`src/rtl/fp_mul_exp_pipe.sv`:
```
// FP multiplier exponent/sign datapath: two stall-capable stages,
// overflow/underflow/zero classification and saturating event counters.
module fp_mul_exp_pipe #(
  parameter int EXP_W = 8,
  parameter int BIAS  = 127,
  parameter int CNT_W = 16
) (
  input  logic             clk,
  input  logic             rst,
  input  logic             in_valid,
  output logic             in_ready,
  input  logic [EXP_W-1:0] a_exp,
  input  logic [EXP_W-1:0] b_exp,
  input  logic             a_s,
  input  logic             b_s,
  input  logic             norm_inc,
  output logic             out_valid,
  input  logic             out_ready,
  output logic [EXP_W-1:0] c_exp,
  output logic             c_s,
  output logic             c_ovf,
  output logic             c_unf,
  output logic             c_zero,
  input  logic             cnt_clr,
  output logic [CNT_W-1:0] ovf_cnt,
  output logic [CNT_W-1:0] unf_cnt
);

  localparam int RW = EXP_W + 2;
  localparam logic [RW-1:0] LP_BIAS = RW'(BIAS);
  localparam logic [RW-1:0] LP_MAX  = {2'b00, {EXP_W{1'b1}}};

  logic             w_en1;
  logic             w_en2;
  logic             w_out_xfer;
  logic [RW-1:0]    w_raw;
  logic             w_z;
  logic             w_inf;

  logic             r_s1_v;
  logic [RW-1:0]    r_raw;
  logic             r_s;
  logic             r_z;
  logic             r_inf;

  logic             r_s2_v;
  logic [EXP_W-1:0] r_c_exp;
  logic             r_c_s;
  logic             r_c_ovf;
  logic             r_c_unf;
  logic             r_c_zero;

  logic [EXP_W-1:0] w_exp_n;
  logic             w_ovf_n;
  logic             w_unf_n;
  logic             w_zero_n;
  logic             w_raw_neg;
  logic             w_raw_le0;
  logic             w_raw_big;

  logic [CNT_W-1:0] r_ovf_cnt;
  logic [CNT_W-1:0] r_unf_cnt;

  // out_ready reaches in_ready combinationally through both enables
  assign w_en2      = !r_s2_v | out_ready;
  assign w_en1      = !r_s1_v | w_en2;
  assign in_ready   = w_en1;
  assign w_out_xfer = r_s2_v & out_ready;

  assign w_raw = {2'b00, a_exp}
               + {2'b00, b_exp}
               + {{(RW-1){1'b0}}, norm_inc}
               - LP_BIAS;
  assign w_z   = (a_exp == '0) | (b_exp == '0);
  assign w_inf = (&a_exp) | (&b_exp);

  always_ff @(posedge clk or posedge rst) begin
    if (rst) begin
      r_s1_v <= 1'b0;
      r_raw  <= '0;
      r_s    <= 1'b0;
      r_z    <= 1'b0;
      r_inf  <= 1'b0;
    end else if (w_en1) begin
      r_s1_v <= in_valid;
      if (in_valid) begin
        r_raw <= w_raw;
        r_s   <= a_s ^ b_s;
        r_z   <= w_z;
        r_inf <= w_inf;
      end
    end
  end

  assign w_raw_neg = r_raw[RW-1];
  assign w_raw_le0 = w_raw_neg | (r_raw == '0);
  assign w_raw_big = !w_raw_neg & (r_raw >= LP_MAX);

  // zero beats overflow beats underflow
  always_comb begin
    w_exp_n  = r_raw[EXP_W-1:0];
    w_ovf_n  = 1'b0;
    w_unf_n  = 1'b0;
    w_zero_n = 1'b0;
    if (r_z) begin
      w_zero_n = 1'b1;
      w_exp_n  = '0;
    end else if (r_inf | w_raw_big) begin
      w_ovf_n  = 1'b1;
      w_exp_n  = '1;
    end else if (w_raw_le0) begin
      w_unf_n  = 1'b1;
      w_exp_n  = '0;
    end
  end

  always_ff @(posedge clk or posedge rst) begin
    if (rst) begin
      r_s2_v   <= 1'b0;
      r_c_exp  <= '0;
      r_c_s    <= 1'b0;
      r_c_ovf  <= 1'b0;
      r_c_unf  <= 1'b0;
      r_c_zero <= 1'b0;
    end else if (w_en2) begin
      r_s2_v <= r_s1_v;
      if (r_s1_v) begin
        r_c_exp  <= w_exp_n;
        r_c_s    <= r_s;
        r_c_ovf  <= w_ovf_n;
        r_c_unf  <= w_unf_n;
        r_c_zero <= w_zero_n;
      end
    end
  end

  always_ff @(posedge clk or posedge rst) begin
    if (rst) begin
      r_ovf_cnt <= '0;
      r_unf_cnt <= '0;
    end else if (cnt_clr) begin
      r_ovf_cnt <= '0;
      r_unf_cnt <= '0;
    end else if (w_out_xfer) begin
      if (r_c_ovf && (r_ovf_cnt != '1))
        r_ovf_cnt <= r_ovf_cnt + 1'b1;
      if (r_c_unf && (r_unf_cnt != '1))
        r_unf_cnt <= r_unf_cnt + 1'b1;
    end
  end

  assign out_valid = r_s2_v;
  assign c_exp     = r_c_exp;
  assign c_s       = r_c_s;
  assign c_ovf     = r_c_ovf;
  assign c_unf     = r_c_unf;
  assign c_zero    = r_c_zero;
  assign ovf_cnt   = r_ovf_cnt;
  assign unf_cnt   = r_unf_cnt;

endmodule

```
`config.mk`:
```
export PLATFORM = sky130hd
export DESIGN_NAME = fp_mul_exp_pipe
export DESIGN_NICKNAME = d
export VERILOG_FILES = /design/src/rtl/fp_mul_exp_pipe.sv
export SDC_FILE = /design/constraint.sdc
export NUM_CORES = 1
export LEC_CHECK = 0
export ABC_AREA = 1
export BUFFER_PORTS_ARGS = -buffer_cell sky130_fd_sc_hd__buf_4
export CAP_MARGIN = 40
export CORE_MARGIN = 4
export CORE_UTILIZATION = 49
export CTS_CLUSTER_SIZE = 30
export DETAILED_ROUTE_END_ITERATION = 16
export PLACE_DENSITY = 0.72
export SLEW_MARGIN = 10
export SYNTH_ARGS = -nofsm -noshare
export SYNTH_HDL_FRONTEND = slang
export SYNTH_SLANG_ARGS = --single-unit
```
`constraint.sdc`:
```
create_clock -name clk -period 2.1 [get_ports clk]
set_clock_uncertainty 0.05 [all_clocks]
set_input_delay 0.105 -clock clk [delete_from_list [all_inputs] [get_ports clk]]
set_output_delay 0.105 -clock clk [all_outputs]
set_load 0.05 [all_outputs]
```
# ---- Word-level counts from Yosys, hierarchy flattened
# Index checks and enable logic that the tools add are counted.
dict set report word_totals {
  word_cells 62
  inputBits 24
  reg_bits 59
  output_inout_bits 46
}
dict set report classes {
  order_cmp 1
  addsub 5
  bitwise 9
  n_eq_ne 2
  n_mux 15
  n_reduce_logical 17
}
# operator n
set ops {}
lappend ops {{$mux W16} 6}
lappend ops {{$add A16 B1 Y16 const B} 2}
lappend ops {{$ne A16 B16 Y1 const B} 2}
lappend ops {{$mux W8} 3}
lappend ops {{$logic_not A8 Y1} 2}
lappend ops {{$reduce_and A8 Y1} 2}
lappend ops {{$add A9 B1 Y10} 1}
lappend ops {{$ge A10 B8 Y1 const B} 1}
lappend ops {{$logic_not A10 Y1} 1}
lappend ops {{$sub A10 B7 Y10 const B} 1}
lappend ops {{$add A8 B8 Y9} 1}
lappend ops {{$reduce_and A2 Y1} 4}
lappend ops {{$mux W1} 6}
lappend ops {{$or A1 B1 Y1} 6}
lappend ops {{$reduce_bool A2 Y1} 3}
lappend ops {{$logic_not A1 Y1} 3}
lappend ops {{$and A1 B1 Y1} 2}
lappend ops {{$logic_and A1 B1 Y1} 2}
lappend ops {{$xor A1 B1 Y1} 1}

# ---- Depth between registers and ports, before layout
dict set report logic_depth {
  ltp_word 5
  ltp_mapped 12
  depth_no_buf 12
}

# ---- Least setup slack after synthesis
# No wires, ideal clock.
dict set report synth_path {
  path_kind {reg-to-reg}
  start {register r_s2_v (netlist: out_valid)}
  end {register r_inf}
  required_time_ns 1.924
  n_path_buf 0
  synth_period_minus_slack_ns 2.155
  path_stages_with_launch 6
  t_arrival_ns 1.979
  setup_time_ns 0.126
  path_slack_ns -0.055
  cell_sequence {dfrtp_1 > nand3_1 > nand2_1 > clkinv_1 > nand2_1 > o21ai_0}
}
dict set report synth_via {
  elab_chain_cells 4
}
# element line
set synth_rtl {}
lappend synth_rtl {{start, declared} 46} ;# logic r_s2_v;
lappend synth_rtl {{start signal, assigned} 126} ;# r_s2_v <= r_s1_v;
lappend synth_rtl {{$logic_not A1 Y1} 65} ;# assign w_en2 = !r_s2_v | out_ready;
lappend synth_rtl {{$or A1 B1 Y1} 65}
lappend synth_rtl {{$or A1 B1 Y1} 66} ;# assign w_en1 = !r_s1_v | w_en2;
lappend synth_rtl {{via in_ready} 11} ;# output logic in_ready,
lappend synth_rtl {{$reduce_and A2 Y1 (no source line)} -}
lappend synth_rtl {{end signal, assigned} 90} ;# r_inf <= w_inf;
lappend synth_rtl {{end, declared} 44} ;# logic r_inf;
# The timed path passes the listed nets, and every way through them passes these cells.
# A chain may end at the register's enable or synchronous reset.

# ---- Worst setup path after layout
dict set report layout_path {
  start {register r_unf_cnt[0] (netlist: unf_cnt[0])}
  end {register r_unf_cnt[13] (netlist: unf_cnt[13])}
}
dict set report layout_via {
  elab_chain_cells 4
  word_cells_on_any_way 8
  cone_classes {add/sub (1); eq/ne (1); mux (3); reduce/logical (3)}
}
# element line
set layout_rtl {}
lappend layout_rtl {{start, declared} 62} ;# logic [CNT_W-1:0] r_unf_cnt;
lappend layout_rtl {{start signal, assigned} 148} ;# r_unf_cnt <= r_unf_cnt + 1'b1;
lappend layout_rtl {{$add A16 B1 Y16 / $ne A16 B16 Y1 (equally long branches)} {148, 147}}
lappend layout_rtl {{$mux W16 / $logic_and A1 B1 Y1 (equally long branches)} 147} ;# if (r_c_unf && (r_unf_cnt != '1))
lappend layout_rtl {{$mux W16 / $reduce_bool A2 Y1 (equally long branches)} -}
lappend layout_rtl {{$mux W16 / $reduce_and A2 Y1 (equally long branches)} -}
# Several ways; a longest one is shown, not always the timed one. The select of a mux whose other input is x is not followed.

==> impl_results.rst <==
.. list-table::
   :header-rows: 1

   * - Metric
     - Value
   * - Final Setup Violations
     - 0
   * - Cell types with the largest area share after synthesis
     - sky130_fd_sc_hd__dfrtp_1 (39%), sky130_fd_sc_hd__nand2_1 (20%), sky130_fd_sc_hd__nand4_1 (6.3%)
   * - Endpoint of the most critical register-to-register path
     - unf_cnt[13]
   * - Number of buffers on the longest clock path
     - 2
   * - Slowest-stage cell, CP
     - sky130_fd_sc_hd__dfrtp_1
   * - Combined global-route utilization of all metal layers
     - 21.23%
   * - Final setup TNS
     - 0 ns
   * - Syn_area_per_cell
     - 7.261 um2
   * - Fill count
     - 678
   * - Biggest area consumer among synthesized cells
     - sky130_fd_sc_hd__dfrtp_1
   * - Root buffer cell
     - sky130_fd_sc_hd__clkbuf_8
   * - Met1 layer usage reported by global route
     - between 20% and 30%
   * - Post-Synthesis Cell Area
     - 3769 um2
   * - Critical R2R Launch
     - unf_cnt[0]
   * - Crit share post-route
     - 91.33%
   * - Max Transition Viols Final
     - 0
   * - Number of global-route vias before repair
     - between 3,000 and 4,000
   * - Storage cell area
     - between 1000 and 1500 um2
   * - Final routed wirelength across all metal layers
     - about 9.1 mm
   * - Arrival @ worst endpoint
     - 2.09 ns
   * - Power spent charging and discharging nets
     - between 0.001 and 0.0015 W
   * - Status
     - completed
   * - Data required time of the critical path
     - ~2.3 ns
   * - CP cell instances
     - ha_1, nand3_1, inv_2, nand2_2, nor2_4, nor2_4, nor2_4, buf_12, nand2_1, nand2_1
   * - Count of pins on the block boundary
     - 70
   * - Path category of the worst min-delay check
     - in -> reg
   * - Synthesized netlist cell count
     - between 500 and 600
   * - Logic depth of the worst register-to-register path
     - 10
   * - Global-route wire length before repair
     - roughly 15 mm
   * - Met3 layer usage reported by global route
     - roughly 6%
   * - Largest net degree at the start of global routing
     - 33
   * - Port buffer count
     - between 60 and 70
   * - Detailed-routing iteration count for the pre-antenna-repair pass
     - 4
   * - Std-Cell Core Area
     - approximately 7400 um2
   * - Full die area
     - between 9000 and 10,000 um2
   * - Clock latency at the later pin of the worst-skew pair
     - 0.34 ns
   * - Starting density of the core
     - 51.14%
   * - Depth of the worst hold-timing path
     - 3
   * - Number of distinct library cells after synthesis
     - 31
   * - Die height
     - between 90 and 100 um
   * - Top cell by count, worst path
     - sky130_fd_sc_hd__nor2_4
   * - FP Rows
     - 31
   * - Syn_nets
     - around 560
   * - Final Hold Vio Count
     - 0
   * - Area of combinational cells with multiple inputs
     - a little over 2000 um2
   * - DRT iter0 DRCs
     - roughly 110
   * - Setup slack of the worst register-to-register path
     - 0.18 ns
   * - Worst vdd rail ir drop
     - roughly 0.00070 V
   * - Maximum net fanout on the critical path
     - 15
   * - Crit path time final
     - roughly 1.9 ns
   * - Leak Pwr
     - about 2.4 nW
   * - Global-route track usage on met2
     - ~36%
   * - Worst Min Path Start
     - b_s
   * - Number of antenna violations at the first check in global routing
     - 0
   * - Clock tree from TritonCTS
     - built
   * - Clock-pin slew reported for the worst setup and hold paths after clock tree synthesis
     - 0.06 ns
   * - Synthesized flop and latch total
     - slightly below 60
   * - Share of final-layout standard cells stronger than drive strength 1
     - a little under a fifth
   * - Residual DRC
     - 0
   * - Clock Sinks
     - 59
   * - Total of max-cap violations
     - 0
   * - Detailed-route wire length per cell
     - 12.85 um
   * - Overflow after GRT
     - 0
   * - Via total after detailed routing
     - about 3,700
   * - Antenna diode count
     - 0
   * - Cell internal power dissipation
     - ~0.0023 W
   * - Vias per Instance
     - 5.187
   * - Switching share of power
     - a little under two fifths
   * - Post-detailed-route count of antenna-violating nets
     - 0
   * - Slew Limit Headroom
     - 60.39%
   * - Inserted Clock Buffers
     - 9
   * - Number of nets in the final layout
     - between 600 and 700
   * - Chip Width
     - 95.70 um
   * - Gr busiest metal
     - met2
   * - Critical Setup Path Class
     - reg -> reg
   * - Sequential area share after synthesis
     - approximately two fifths
   * - Overall power after layout
     - 0.003583 W
   * - Count of warnings emitted by yosys
     - 0
   * - Placed wire-length estimate
     - a little under 7 mm
   * - Part of the total power dissipated in combinational logic
     - 31.5%
   * - Share of power burned in the clock network
     - between 20 and 30%
   * - Highest Clock Rate
     - between 500 and 600 MHz
   * - Worst slew pin tran
     - around 0.6 ns
   * - Number of levels the H-tree was split into
     - 3
   * - Kind of start point of the critical path
     - flip-flop
   * - Yosys top cell area share
     - 39.18%
   * - Sequential power share
     - 39.4%
   * - Power density normalized to cell area
     - approximately 760 nW/um2
   * - RSZ-0062 raised after global routing
     - false
   * - Worst hold path endpoint
     - r_s
   * - Area overhead of the layout relative to synthesis
     - 24.67%
   * - Category of the worst setup path capture point
     - flip-flop
   * - Final RePlAce weighted congestion
     - slightly below 0.9
   * - Crit-path max cell delay
     - between 0.4 and 0.5 ns
per-stage QoR:
stage | hold slack, ns | utilization [%] | instance area (um2) | setup slack, ns | std cells
2_1_floorplan | 0.2013 | - | 3774 | 0.1101 | 519
3_3_place_gp | 0.1729 | 60.37 | 4449 | 0.1664 | 686
3_5_place_dp | 0.1780 | 60.37 | 4449 | 0.06574 | 686
4_1_cts | 0.002472 | 63.41 | 4673 | 0.05556 | 704
5_1_grt | 0.02428 | 63.75 | 4698 | 0.05387 | 705
6_report | 0.01490 | 63.75 | 4698 | 0.1822 | 705
layout make-up:
class                           instances  share of cell area (%)
Timing Repair Buffer                   82                   14.06
Clock inverter                          2                  0.7457
Inverter                               44                   3.515
Clock buffer                           13                   3.382
Tap cell                               99                   2.636
Sequential cell                        59                   31.42
Multi-Input combinational cell        406                   44.23
synth_stat cells, drive strengths merged:
| cell | count |
|---|---|
| nand3 | 38 |
| ha | 18 |
| o21ai | 10 |
| o21bai | 6 |
| a21o | 2 |
| nor3 | 3 |
| nor4 | 4 |
| xor2 | 12 |
| dfrtp | 59 |
| buf | 7 |
| o211ai | 3 |
| inv | 43 |
| clkinv | 1 |
| or2 | 4 |
| a21oi | 2 |
| nand2 | 200 |
| o22ai | 2 |
| fa | 1 |
| xnor2 | 2 |
| nor2 | 58 |
| nand4 | 38 |
| clkbuf | 3 |
| nand3b | 3 |
sequential cells by signal, indices dropped and copies added, names as in the netlist:
signal     count
ovf_cnt       16
unf_cnt       16
r_raw         10
c_exp          8
c_ovf          1
c_s            1
c_unf          1
c_zero         1
out_valid      1
r_inf          1
r_s            1
r_s1_v         1
r_z            1
layer usage:
metal	wire (um)	share of wire (%)
met2	4597	51
met1	3862	43
met5	0	0
met4	153	1.7
met3	444	4.9
power groups by stage:
stage | Sequential (W) | Combinational (W) | Clock (W)
5_1_grt | 0.00143 | 0.00124 | 0.00113
6_report | 0.00141 | 0.00113 | 0.00104
4_1_cts | 0.00141 | 0.00114 | 0.00108
3_3_place_gp | 0.00143 | 0.00111 | 0
2_1_floorplan | 0.00176 | 0.000432 | 0
3_5_place_dp | 0.00143 | 0.00113 | 0
placed cells by master (no fill, tap or decap), drive strengths merged:
cell | Yosys | routed
clkinv | 1 | 2
a21o | 2 | 2
o211ai | 3 | 3
nand4 | 38 | 38
dlygate4sd3 | 0 | 3
clkbuf | 3 | 13
buf | 7 | 79
xnor2 | 2 | 2
o21bai | 6 | 6
o21ai | 10 | 10
xor2 | 12 | 12
nand2 | 200 | 200
ha | 18 | 18
or2 | 4 | 4
nor3 | 3 | 3
nand3 | 38 | 38
nor4 | 4 | 4
inv | 43 | 43
fa | 1 | 1
a21oi | 2 | 2
bufinv | 0 | 1
dfrtp | 59 | 59
nor2 | 58 | 58
nand3b | 3 | 3
o22ai | 2 | 2
worst max-delay path by stage:
stage          startpoint           to  slack, ns  cells past startpoint
4_1_cts        unf_cnt[0]  unf_cnt[13]       0.06                      9
5_1_grt        unf_cnt[0]  unf_cnt[13]       0.05                     10
6_report       unf_cnt[0]  unf_cnt[13]       0.18                     10
3_5_place_dp   unf_cnt[0]  unf_cnt[13]       0.07                      9
3_3_place_gp   unf_cnt[0]  unf_cnt[12]       0.17                      9
2_1_floorplan  ovf_cnt[0]   ovf_cnt[2]       0.11                     10
worst max-delay path: cells and delay by family, from the launching register on:
kind | cells | cell delay [ns]
AND/OR/NAND/NOR | 7 | 0.82
flip-flops | 1 | 0.42
adder cells (fa/ha/maj) | 1 | 0.28
buffers and inverters | 2 | 0.23
timing repair:
item / in CTS / in global routing
resized for setup: 0 / 1
setup buffers: 0 / 1
setup endpoints to repair: 0 / 16
hold buffers: 3 / 0
hold endpoints to repair: 29 / 0
kinds of logic (layout without fill, tap and decap cells):
group	count (synthesis)	in the layout	synth area share (%)
AND/OR/NAND/NOR	348	348	41.00
flip-flops	59	59	39.18
buffers and inverters	54	141	5.943
AO/OA/AOI/OAI	25	25	4.117
adder cells (fa/ha/maj)	19	19	6.507
XOR/XNOR	14	14	3.254
No activity file was read; power rests on OpenSTA's default activity.
